===== src/rtl/rf_wb_arbiter.sv =====
// Register-file writeback arbiter: the pipeline result has priority, long-latency results wait in a FIFO.
// Define WB_BYPASS_EN to add youngest-entry bypass outputs (byp1/byp2) for decode.
module rf_wb_arbiter #(
  parameter int DATA_W     = 32,
  parameter int ADDR_W     = 5,
  parameter int DEPTH      = 4,
  parameter int STARVE_MAX = 8
) (
  input  logic                     clk,
  input  logic                     rst_n,
  input  logic                     p_valid,
  input  logic [ADDR_W-1:0]        p_wR,
  input  logic [DATA_W-1:0]        p_wD,
  input  logic                     m_valid,
  output logic                     m_ready,
  input  logic [ADDR_W-1:0]        m_wR,
  input  logic [DATA_W-1:0]        m_wD,
  output logic                     rf_we,
  output logic [ADDR_W-1:0]        rf_wR,
  output logic [DATA_W-1:0]        rf_wD,
  input  logic [ADDR_W-1:0]        rR1,
  input  logic [ADDR_W-1:0]        rR2,
  output logic                     pend1,
  output logic                     pend2,
  output logic                     wb_hold,
  output logic [$clog2(DEPTH):0]   q_count
`ifdef WB_BYPASS_EN
  ,
  output logic                     byp1_hit,
  output logic                     byp2_hit,
  output logic [DATA_W-1:0]        byp1_data,
  output logic [DATA_W-1:0]        byp2_data
`endif
);

  localparam int AW = $clog2(DEPTH);
  localparam int SW = $clog2(STARVE_MAX + 1);

  function automatic logic [SW-1:0] sat_inc(input logic [SW-1:0] c);
    return (c >= SW'(STARVE_MAX)) ? c : c + 1'b1;
  endfunction

  logic [DEPTH-1:0]  live_q, live_nxt;
  logic [ADDR_W-1:0] wr_q [DEPTH];
  logic [DATA_W-1:0] wd_q [DEPTH];
  logic [AW:0]       wptr, rptr;
  logic [AW-1:0]     widx, ridx;
  logic              full, empty, push, pipe_win, pop, starve;
  logic [SW-1:0]     starve_cnt;

  logic              vld_p1;
  logic [ADDR_W-1:0] wr_p1;
  logic [DATA_W-1:0] wd_p1;
  logic              hold_p1;

  assign widx     = wptr[AW-1:0];
  assign ridx     = rptr[AW-1:0];
  assign empty    = (wptr == rptr);
  assign full     = (wptr[AW] != rptr[AW]) && (widx == ridx);
  assign q_count  = wptr - rptr;
  assign m_ready  = !full;
  assign push     = m_valid && !full;
  assign pipe_win = p_valid && (p_wR != '0);
  assign pop      = !pipe_win && !empty;
  assign starve   = pipe_win && !empty;

  // Kill older same-register entries first; the slot written this edge is younger and stays live.
  always_comb begin
    live_nxt = live_q;
    if (pipe_win) begin
      for (int i = 0; i < DEPTH; i++) begin
        if (live_q[i] && (wr_q[i] == p_wR)) live_nxt[i] = 1'b0;
      end
    end
    if (pop)  live_nxt[ridx] = 1'b0;
    if (push) live_nxt[widx] = (m_wR != '0);
  end

  always_ff @(posedge clk) begin
    if (push) begin
      wr_q[widx] <= m_wR;
      wd_q[widx] <= m_wD;
    end
  end

  // Stage p1: registered RF write port and starvation hold
  always_ff @(posedge clk or negedge rst_n) begin
    if (!rst_n) begin
      wptr       <= '0;
      rptr       <= '0;
      live_q     <= '0;
      vld_p1     <= 1'b0;
      wr_p1      <= '0;
      wd_p1      <= '0;
      hold_p1    <= 1'b0;
      starve_cnt <= '0;
    end else begin
      live_q <= live_nxt;
      if (push) wptr <= wptr + 1'b1;
      if (pop)  rptr <= rptr + 1'b1;

      if (pipe_win) begin
        vld_p1 <= 1'b1;
        wr_p1  <= p_wR;
        wd_p1  <= p_wD;
      end else if (pop) begin
        vld_p1 <= live_q[ridx];
        wr_p1  <= wr_q[ridx];
        wd_p1  <= wd_q[ridx];
      end else begin
        vld_p1 <= 1'b0;
      end

      if (pop) begin
        starve_cnt <= '0;
        hold_p1    <= 1'b0;
      end else if (starve) begin
        starve_cnt <= sat_inc(starve_cnt);
        if (sat_inc(starve_cnt) >= SW'(STARVE_MAX)) hold_p1 <= 1'b1;
      end
    end
  end

  assign rf_we   = vld_p1;
  assign rf_wR   = wr_p1;
  assign rf_wD   = wd_p1;
  assign wb_hold = hold_p1;

  always_comb begin
    pend1 = 1'b0;
    pend2 = 1'b0;
    for (int i = 0; i < DEPTH; i++) begin
      if (live_q[i] && (wr_q[i] == rR1) && (rR1 != '0)) pend1 = 1'b1;
      if (live_q[i] && (wr_q[i] == rR2) && (rR2 != '0)) pend2 = 1'b1;
    end
  end

`ifdef WB_BYPASS_EN
  // Walk oldest to youngest so the last match left standing is the youngest value.
  always_comb begin
    logic [AW-1:0] idx;
    byp1_hit  = 1'b0;
    byp2_hit  = 1'b0;
    byp1_data = '0;
    byp2_data = '0;
    idx       = '0;
    for (int k = 0; k < DEPTH; k++) begin
      idx = ridx + AW'(k);
      if (live_q[idx] && (wr_q[idx] == rR1) && (rR1 != '0)) begin
        byp1_hit  = 1'b1;
        byp1_data = wd_q[idx];
      end
      if (live_q[idx] && (wr_q[idx] == rR2) && (rR2 != '0)) begin
        byp2_hit  = 1'b1;
        byp2_data = wd_q[idx];
      end
    end
  end
`endif

endmodule


===== config.mk =====
export PLATFORM = sky130hd
export DESIGN_NAME = rf_wb_arbiter
export DESIGN_NICKNAME = d
export VERILOG_FILES = /design/src/rtl/rf_wb_arbiter.sv
export SDC_FILE = /design/constraint.sdc
export NUM_CORES = 1
export LEC_CHECK = 0
export BUFFER_PORTS_ARGS = -buffer_cell sky130_fd_sc_hd__buf_2
export CORE_UTILIZATION = 40
export CTS_BUF_LIST = sky130_fd_sc_hd__clkbuf_4
export DETAILED_ROUTE_END_ITERATION = 7
export GPL_TIMING_DRIVEN = 0
export PLACE_DENSITY = 0.63
export SKIP_CTS_REPAIR_TIMING = 1
export SYNTH_ARGS = -nofsm -noshare
export SYNTH_HDL_FRONTEND = slang
export SYNTH_SLANG_ARGS = --single-unit

===== constraint.sdc =====
create_clock -name clk -period 3.9 [get_ports clk]
set_input_delay 0.195 -clock clk [delete_from_list [all_inputs] [get_ports clk]]
set_output_delay 0.195 -clock clk [all_outputs]
set_load 0.05 [all_outputs]

==> results of run 1 <==
[power groups by stage]
stage | sequential, mW | combinational (mW) | clock [mW]
final | 3.28 | 3.48 | 1.66
after global routing | 3.33 | 3.74 | 1.84
after CTS | 3.29 | 3.47 | 1.72
after detailed placement | 3.33 | 3.46 | 0
after global placement | 3.32 | 3.35 | 0
after floorplan | 3.88 | 1.92 | 0
[routing by layer]
layer	up-vias	GRT usage (%)	wire length, um
met5	-	0	0
met4	0	6.57	415
met3	34	4.60	1220
met2	187	32.0	10800
met1	2832	23.3	8670
li1	2617	-	-
[final timing paths]
kind	from	end	slack, ns	depth (start not counted)
max in group asynchronous	rst_n	rf_wD[31]	3.19	2
min reg2reg	rptr[2]	rptr[2]	0.49	1
max	rptr[1]	rf_wD[10]	0.39	9
min	p_wR[2]	rf_wR[2]	0.01	3
max reg2reg	rptr[1]	rf_wD[10]	0.39	9
min in group asynchronous	rst_n	rf_wD[21]	0.19	2
[worst max-delay path: cells and delay by family (launching register included)]
family	cells	cell delay (ns)
simple gates	2	0.57
buf+inv	4	1.56
compound gates	1	0.11
flops	1	0.53
fa+ha+maj	1	0.32
mux	1	0.23
[stage by stage]
stage               cells  utilization (%)  setup slack, ns
floorplan             554                -            0.482
global placement      946             45.6           -0.535
detailed placement    949             45.8           -0.304
CTS                  1043             48.8           -0.341
global route         1120             52.4            0.108
finish               1120             52.4            0.392
[cells in the mapped netlist, types with 10 or more instances]
cell type	n	share of area, %
buf_2	10	0.57
clkbuf_1	21	0.90
dfrtp_1	53	15
edfxtp_1	148	51
ha_1	12	1.7
inv_1	13	0.56
mux2i_1	37	4.2
mux4_2	38	9.8
nand2_1	44	1.9
nand3_1	14	0.80
nor2_1	10	0.43
o21ai_0	42	2.4
xnor2_1	19	1.9
xor2_1	47	4.7
[flip-flops by register name, indices dropped and copies added (netlist names)]
name        count
wr_q           20
live_q          4
starve_cnt      4
rptr            3
wb_hold         1
rf_wR           5
rf_we           1
rf_wD          32
wptr            3
wd_q          128
[cell type report]
class                   instances  area (um2)
clock buffers                  71         533
diodes                          1        2.50
fillers                      1836       10100
multi-input cells             304        2760
clock inverters                23        93.8
well taps                     275         344
inverters                      13        48.8
plain buffers                  36         168
repair buffers                196        1410
flip-flops and latches        201        5770
[cell usage in the layout, fill, tap and decap left out, types with 2 or more instances in the layout]
cell           count
mux2i_1           37
dfrtp_1           53
xnor2_1           19
xor2_1            47
inv_2              4
a21oi_1            2
clkinv_1          18
dlygate4sd3_1     76
mux2_2             2
clkinv_2           3
clkbuf_1          19
o21a_1             3
edfxtp_1         148
nand4_1            5
nor2_1            10
buf_2            126
mux4_2            38
o21ai_0           42
buf_1              3
nand2_1           44
nor3_1             5
inv_1             10
buf_12             3
nand3_1           14
clkbuf_4          72
a41o_1             3
nor4_1             8
or4_1              3
ha_1              12
buf_6              2
[kinds of logic after synthesis]
group | synth area share [%]
DFF | 66.0
and+or+nand+nor | 5.17
muxes | 14.3
xor gates and xnor gates | 6.62
AOI/OAI and AO/OA | 3.51
buffers and inverters | 2.42
adders and majority gates | 1.95
==> out/qor.csv, run 1 <==
metric;value;unit
status;finished clean;
EDFF count, synth;148;
Netlist cell types;34;
CTS Buf Count;51;
Clock Path Buffers;3;
DR DRC count;0;
Detail Route Antenna Nets;0;
WS Path Type;reg -> reg;
layout cells sized above 1;30.5;%
Slew headroom;37.6;%
worst skew pair latency;0.64;ns
Initial Utilization;41.2;%
post-synthesis sequential area ratio;66.0;%
initial antenna violation count;1;
peak fanout along the critical path;10;
crit-path cells;clkbuf_1 > clkbuf_2 > inv_1 > ha_1 > nand2_1 > nor2_2 > buf_2 > mux2i_1 > o21ai_0;
fin crit share;89.9;%
crit path launch type;flop;
placed inst area;9730;um2
Worst Path Required;4.36;ns
DR pass1 iterations;4;
Final Power;8.42;mW
vias in the first global route;5651;
Routed WL;21100;um
width of the die;150;um
sequential share of power;39.0;%
CTS tree;yes;
asr flop ratio synth;26.4;%
Final Critical Period;3.51;ns
Setup TNS;0;ns
row count;53;
CTS root buf;clkbuf_4;
clk sink count;201;
CP max stage delay;0.55;ns
final count of hold timing violations;0;
setup repair after global routing missed its margin;no;
WL/cell;18.8;um
P per Cell Area;757;nW/um2
GP Congestion;0.858;
ys flop type;edfxtp_1;
net load switching power;3.36;mW
hold slack;0.0120;ns
number of synthesized register bits;201;
Synthesized Nets;655;
Worst-Margin Slew;0.936;ns
Post-Synthesis Cells;554;
hpwl dp;13900;um
nets@finish;904;
maximum vdd drop;0.000311;V
Clock Skews;0.0275;ns
Sw Ratio;39.9;%
Synthesis Warnings;0;
number of vias per cell;5.06;
gr ovfl total;0;
GRT Total Usage;18.8;%
Worst-path clk slew;0.06;ns
DR iter-0 viols;282;
slowest CP cell;clkbuf_1;
final number of max-transition violations;0;
Leak;4.29;nW
Clk pwr share;19.7;%
Comb power frac;41.3;%
Fmax;285;MHz
Internal Pwr Total;5.06;mW
HP Class;in -> reg;
Worst EP arrival;3.97;ns
max-cap viol count;0;
Vias;5670;
Port Buffers;117;
I/O pin cnt;133;
CTS H-tree lvls;2;
Mapped Avg Cell Area;15.8;um2
Mapped Area;8740;um2
CP Capture Type;flop;
die area;22400;um2
largest net degree at the start of global routing;54;
core area;21200;um2
final setup fails;0;
first-pass GRT wire length;31200;um
synth-to-layout area growth;27.3;%
fin area;11100;um2
die height;150;um
(Power assumes the default switching activity.)
==> inputs of run 2 (changes only) <==
--- a/config.mk
+++ b/config.mk
@@ -10,7 +10,7 @@
 export CTS_BUF_LIST = sky130_fd_sc_hd__clkbuf_4
 export DETAILED_ROUTE_END_ITERATION = 7
 export GPL_TIMING_DRIVEN = 0
-export PLACE_DENSITY = 0.63
+export PLACE_DENSITY = 0.64
 export SKIP_CTS_REPAIR_TIMING = 1
 export SYNTH_ARGS = -nofsm -noshare
 export SYNTH_HDL_FRONTEND = slang
==> out/qor.csv, run 2 (synthesized netlist as in run 1, its figures left out) <==
metric;value;unit;change
met2 wire len;10800;um;-0.10%
leading cell type in the layout, fill and taps excluded;edfxtp_1;;
Internal Pwr Total;5.27;mW;+4.2%
setup repair after global routing missed its margin;no;;
Top reg by flops;wd_q;;
Metal-1 WL;8820;um;+1.7%
GP Congestion;0.887;;+3.4%
commonest cells after routing, fill and taps aside;148 x edfxtp_1, 126 x buf_2, 79 x clkbuf_4;;
largest net degree at the start of global routing;54;;unchanged
max-cap viol count;0;;unchanged
Comb power frac;40.2;%;-1.1 points
sequential share of power;38.0;%;-1.0 points
peak fanout along the critical path;40;;+30
DR iter-0 viols;289;;+2.5%
I/O pin cnt;133;;unchanged
final count of hold timing violations;0;;unchanged
Worst-path clk slew;0.06;ns;about the same
gr ovfl total;0;;unchanged
CTS H-tree lvls;2;;unchanged
width of the die;150;um;unchanged
Clock Path Buffers;3;;unchanged
die area;22400;um2;unchanged
Fmax;285;MHz;about the same
Final Critical Period;3.51;ns;+0.000992 ns
WL/cell;18.7;um;-0.80%
DR DRC count;0;;unchanged
CP Capture Type;flop;;
Worst-Margin Slew;0.902;ns;-0.0335 ns
WS Path Type;reg -> reg;;
worst path bufs/invs;4;;unchanged
Sw Ratio;39.0;%;-0.87 points
R2R Setup Slk;0.39;ns;about the same
crit-path cells;clkbuf_1 > clkbuf_2 > inv_1 > ha_1 > nand3_1 > and3_1 > clkbuf_4 > a41oi_1 > a32o_1;;
hpwl dp;13900;um;about the same
vias in the first global route;5727;;+1.3%
first-pass GRT wire length;31200;um;+0.20%
CP max stage delay;0.58;ns;+0.03 ns
P per Cell Area;771;nW/um2;+1.8%
final setup fails;0;;unchanged
layout cells sized above 1;31.4;%;+0.91 points
Vias;5639;;-0.55%
Worst Setup Slack, final;0.391;ns;-0.000992 ns
max layer used;met4;;
synth-to-layout area growth;28.4;%;
Leak;4.34;nW;+1.3%
crit path launch type;flop;;
Clk pwr share;21.8;%;+2.1 points
die height;150;um;unchanged
maximum vdd drop;0.000294;V;-5.2%
Worst EP arrival;4.01;ns;+0.04 ns
net load switching power;3.37;mW;+0.45%
DR pass1 iterations;5;;+1
worst skew pair latency;0.66;ns;+0.02 ns
Port Buffers;117;;unchanged
Initial Utilization;41.2;%;unchanged
HP Class;in -> reg;;
Detail Route Antenna Nets;0;;unchanged
GRT Total Usage;18.7;%;-0.085 points
Slew headroom;39.9;%;+2.2 points
Worst Path Required;4.40;ns;+0.04 ns
number of vias per cell;5.03;;-0.64%
met3 wire len;998;um;-18%
core area;21200;um2;unchanged
nets@finish;904;;unchanged
Routed WL;21000;um;-0.71%
setup slack after placement;-0.351;ns;-0.0478 ns
final core occ;52.9;%;+0.44 points
CTS root buf;clkbuf_4;;
fin crit share;90.0;%;about the same
final number of max-transition violations;0;;unchanged
status;finished clean;;
clk sink count;201;;unchanged
initial antenna violation count;1;;unchanged
number of flip-flops in the largest register;128;;unchanged
CTS Buf Count;51;;unchanged
fillers;1829;;-0.38%
row count;53;;unchanged
Clock Skews;0.0526;ns;+0.0250 ns
slowest CP cell;clkbuf_4;;
largest delay contributor family on the critical path;buffers and inverters;;
CTS tree;yes;;
## run 2: changes by cell type in the layout (fill, tap and decap cells not counted), sizes merged
cell,previous run,this run
clkbuf,92,99
bufinv,0,2
clkinvlp,1,0
clkinv,21,14
## run 2: layout make-up
cell class	count	area [um2]	area share, %
repair buffers	196	1420	12.6
clock buffers	78	586	5.22
well taps	275	344	3.07
diodes	1	2.50	0.0223
inverters	13	48.8	0.435
flip-flops and latches	201	5770	51.4
multi-input cells	304	2760	24.6
plain buffers	36	168	1.49
clock inverters	17	128	1.14
## run 2: metal layers
metal  track usage, %  up-vias
li1                 -     2612
met1             22.8     2828
met2             32.2      166
met3             4.82       33
met4             6.52        0
met5                0        -
## run 2: stage by stage
stage          power (mW)  TNS, ns  hold WS [ns]  cells  instance area (um2)
5_1_grt              9.13        0        0.0273   1121                11200
6_report             8.65        0        0.0241   1121                11200
4_1_cts              8.71    -5.14        -0.335   1044                10400
2_1_floorplan        5.80        0        -0.101    554                 8740
3_5_place_dp         6.80    -6.71         0.401    949                 9740
3_3_place_gp         6.66   -55.19         0.400    946                 9670
## run 2: worst paths after layout
check | startpoint | cells after the start | end
setup reg to reg | rptr[1] | 9 | live_q[3]
setup / recovery | rptr[1] | 9 | live_q[3]
hold reg to reg | wptr[2] | 1 | wptr[2]
hold / removal | p_wR[2] | 3 | rf_wR[2]
max in group asynchronous | rst_n | 2 | rf_wD[31]
min in group asynchronous | rst_n | 2 | rf_wD[14]
## run 2: power groups by stage
stage / clock (mW) / combinational (mW) / sequential [mW]
floorplan: 0 / 1.92 / 3.88
global placement: 0 / 3.34 / 3.32
detailed placement: 0 / 3.47 / 3.33
CTS: 1.95 / 3.47 / 3.29
global route: 2.05 / 3.74 / 3.34
finish: 1.88 / 3.48 / 3.28
## run 2: worst min-delay path: stages
cell and delay (ns):
clkbuf_1 0.21, nand2_1 0.12, o21ai_0 0.07
==> inputs of run 3 (changes only) <==
--- a/config.mk
+++ b/config.mk
@@ -11,6 +11,7 @@
 export DETAILED_ROUTE_END_ITERATION = 7
 export GPL_TIMING_DRIVEN = 0
 export PLACE_DENSITY = 0.64
+export RECOVER_POWER = 50
 export SKIP_CTS_REPAIR_TIMING = 1
 export SYNTH_ARGS = -nofsm -noshare
 export SYNTH_HDL_FRONTEND = slang
==> out/qor.csv, run 3 (synthesized netlist as in run 1, its figures left out) <==
metric;value;unit;change
status;finished, violations left;;
failing checks;capacitance limit, slew limit;;
Vias;5648;;+0.16%
row count;53;;unchanged
final setup fails;0;;unchanged
Port Buffers;117;;unchanged
synth-to-layout area growth;27.5;%;
HP Class;in -> reg;;
Clock Path Buffers;3;;unchanged
placed insts;949;;unchanged
Top reg by flops;wd_q;;
setup repair after global routing missed its margin;no;;
commonest cells after routing, fill and taps aside;148 x edfxtp_1, 79 x clkbuf_1, 79 x clkbuf_4;;
CTS root buf;clkbuf_4;;
nets@finish;904;;unchanged
CP Capture Type;flop;;
Detail Route Antenna Nets;0;;unchanged
Clk pwr share;21.9;%;about the same
max-cap viol count;1;;+1
DR pass1 iterations;5;;unchanged
net load switching power;3.38;mW;+0.23%
initial antenna violation count;1;;unchanged
fin crit share;90.0;%;about the same
maximum vdd drop;0.000294;V;-0.26%
Worst Path Required;4.40;ns;about the same
CTS Buf Count;51;;unchanged
Worst-path clk slew;0.06;ns;about the same
number of vias per cell;5.04;;+0.16%
crit path launch type;flop;;
worst skew pair latency;0.66;ns;about the same
Slew headroom;-110;%;-150 points
Internal Pwr Total;5.23;mW;-0.70%
DR iter-0 viols;292;;+1.0%
P per Cell Area;773;nW/um2;+0.36%
WS Path Type;reg -> reg;;
sequential share of power;38.1;%;about the same
number of flip-flops in the largest register;128;;unchanged
gr ovfl total;0;;unchanged
Final Critical Period;3.51;ns;+0.000414 ns
non-filler instance count after layout;1121;;unchanged
WL/cell;18.7;um;-0.11%
DR DRC count;0;;unchanged
CTS H-tree lvls;2;;unchanged
GP Congestion;0.887;;unchanged
Initial Utilization;41.2;%;unchanged
die height;150;um;unchanged
Worst-Margin Slew;3.14;ns;+2.24 ns
Fmax;285;MHz;about the same
Worst Setup Slack, final;0.391;ns;-0.000414 ns
CTS tree;yes;;
clk sink count;201;;unchanged
die area;22400;um2;unchanged
R2R Setup Slk;0.39;ns;about the same
first-pass GRT wire length;31200;um;unchanged
Comb power frac;40.0;%;-0.2 points
layout cells sized above 1;24.3;%;-7.1 points
peak fanout along the critical path;40;;unchanged
final count of hold timing violations;0;;unchanged
Clock Skews;0.0527;ns;+0.0000973 ns
Worst EP arrival;4.01;ns;about the same
final number of max-transition violations;54;;+54
vias in the first global route;5727;;unchanged
I/O pin cnt;133;;unchanged
Leak;4.17;nW;-3.9%
hpwl dp;13900;um;unchanged
width of the die;150;um;unchanged
core area;21200;um2;unchanged
largest net degree at the start of global routing;54;;unchanged
GRT Total Usage;18.7;%;unchanged
Routed WL;20900;um;-0.11%
Sw Ratio;39.3;%;+0.22 points
setup slack after placement;-0.351;ns;unchanged
leading cell type in the layout, fill and taps excluded;edfxtp_1;;
run 3: critical path, cell delays in order (launching register included):
cell	delay [ns]
dfrtp_1	0.53
clkbuf_1	0.57
clkbuf_2	0.43
inv_1	0.16
ha_1	0.32
nand3_1	0.20
and3_1	0.18
clkbuf_4	0.58
a41oi_1	0.12
a32o_1	0.30
run 3: final cells by class:
cell class | instances | area, um2
antenna | 1 | 2.50
buffer | 36 | 168
clock buffer | 78 | 586
clock inverter | 17 | 128
fill | 1863 | 10100
inverter | 13 | 48.8
multi-input combinational | 304 | 2760
sequential | 201 | 5770
tap | 275 | 344
timing repair buffer | 196 | 1340
run 3: metal layers:
layer  wire length, um  part of all wire, %  GRT usage (%)  vias up
li1                  -                    -              -     2613
met1              8730                   42           22.8     2837
met2             10800                   52           32.2      167
met3              1080                  5.1           4.82       31
met4               340                  1.6           6.52        0
met5                 0                    0              0        -
run 3: metrics by stage:
step	hold slack (ns)	cell area [um2]	total power, mW	setup TNS [ns]	util [%]
floorplan	-0.101	8740	5.80	0	-
global placement	0.400	9670	6.66	-55.19	45.6
detailed placement	0.401	9740	6.80	-6.71	45.9
CTS	-0.335	10400	8.71	-5.14	49.2
global route	0.0273	11100	9.09	0	52.5
finish	0.0236	11100	8.62	0	52.5
run 3: worst paths after layout:
check / from / to / cells past startpoint
max in group asynchronous: rst_n / rf_wD[31] / 2
worst max-delay path: rptr[1] / live_q[3] / 9
worst min register to register: wptr[2] / wptr[2] / 1
worst max register to register: rptr[1] / live_q[3] / 9
min in group asynchronous: rst_n / rf_wD[14] / 2
worst min-delay path: p_wR[2] / rf_wR[2] / 3
run 3: power groups by stage:
stage / clock, mW / combinational, mW / sequential (mW)
finish: 1.88 / 3.45 / 3.29
global placement: 0 / 3.34 / 3.32
floorplan: 0 / 1.92 / 3.88
detailed placement: 0 / 3.47 / 3.33
CTS: 1.95 / 3.47 / 3.29
global route: 2.05 / 3.70 / 3.35
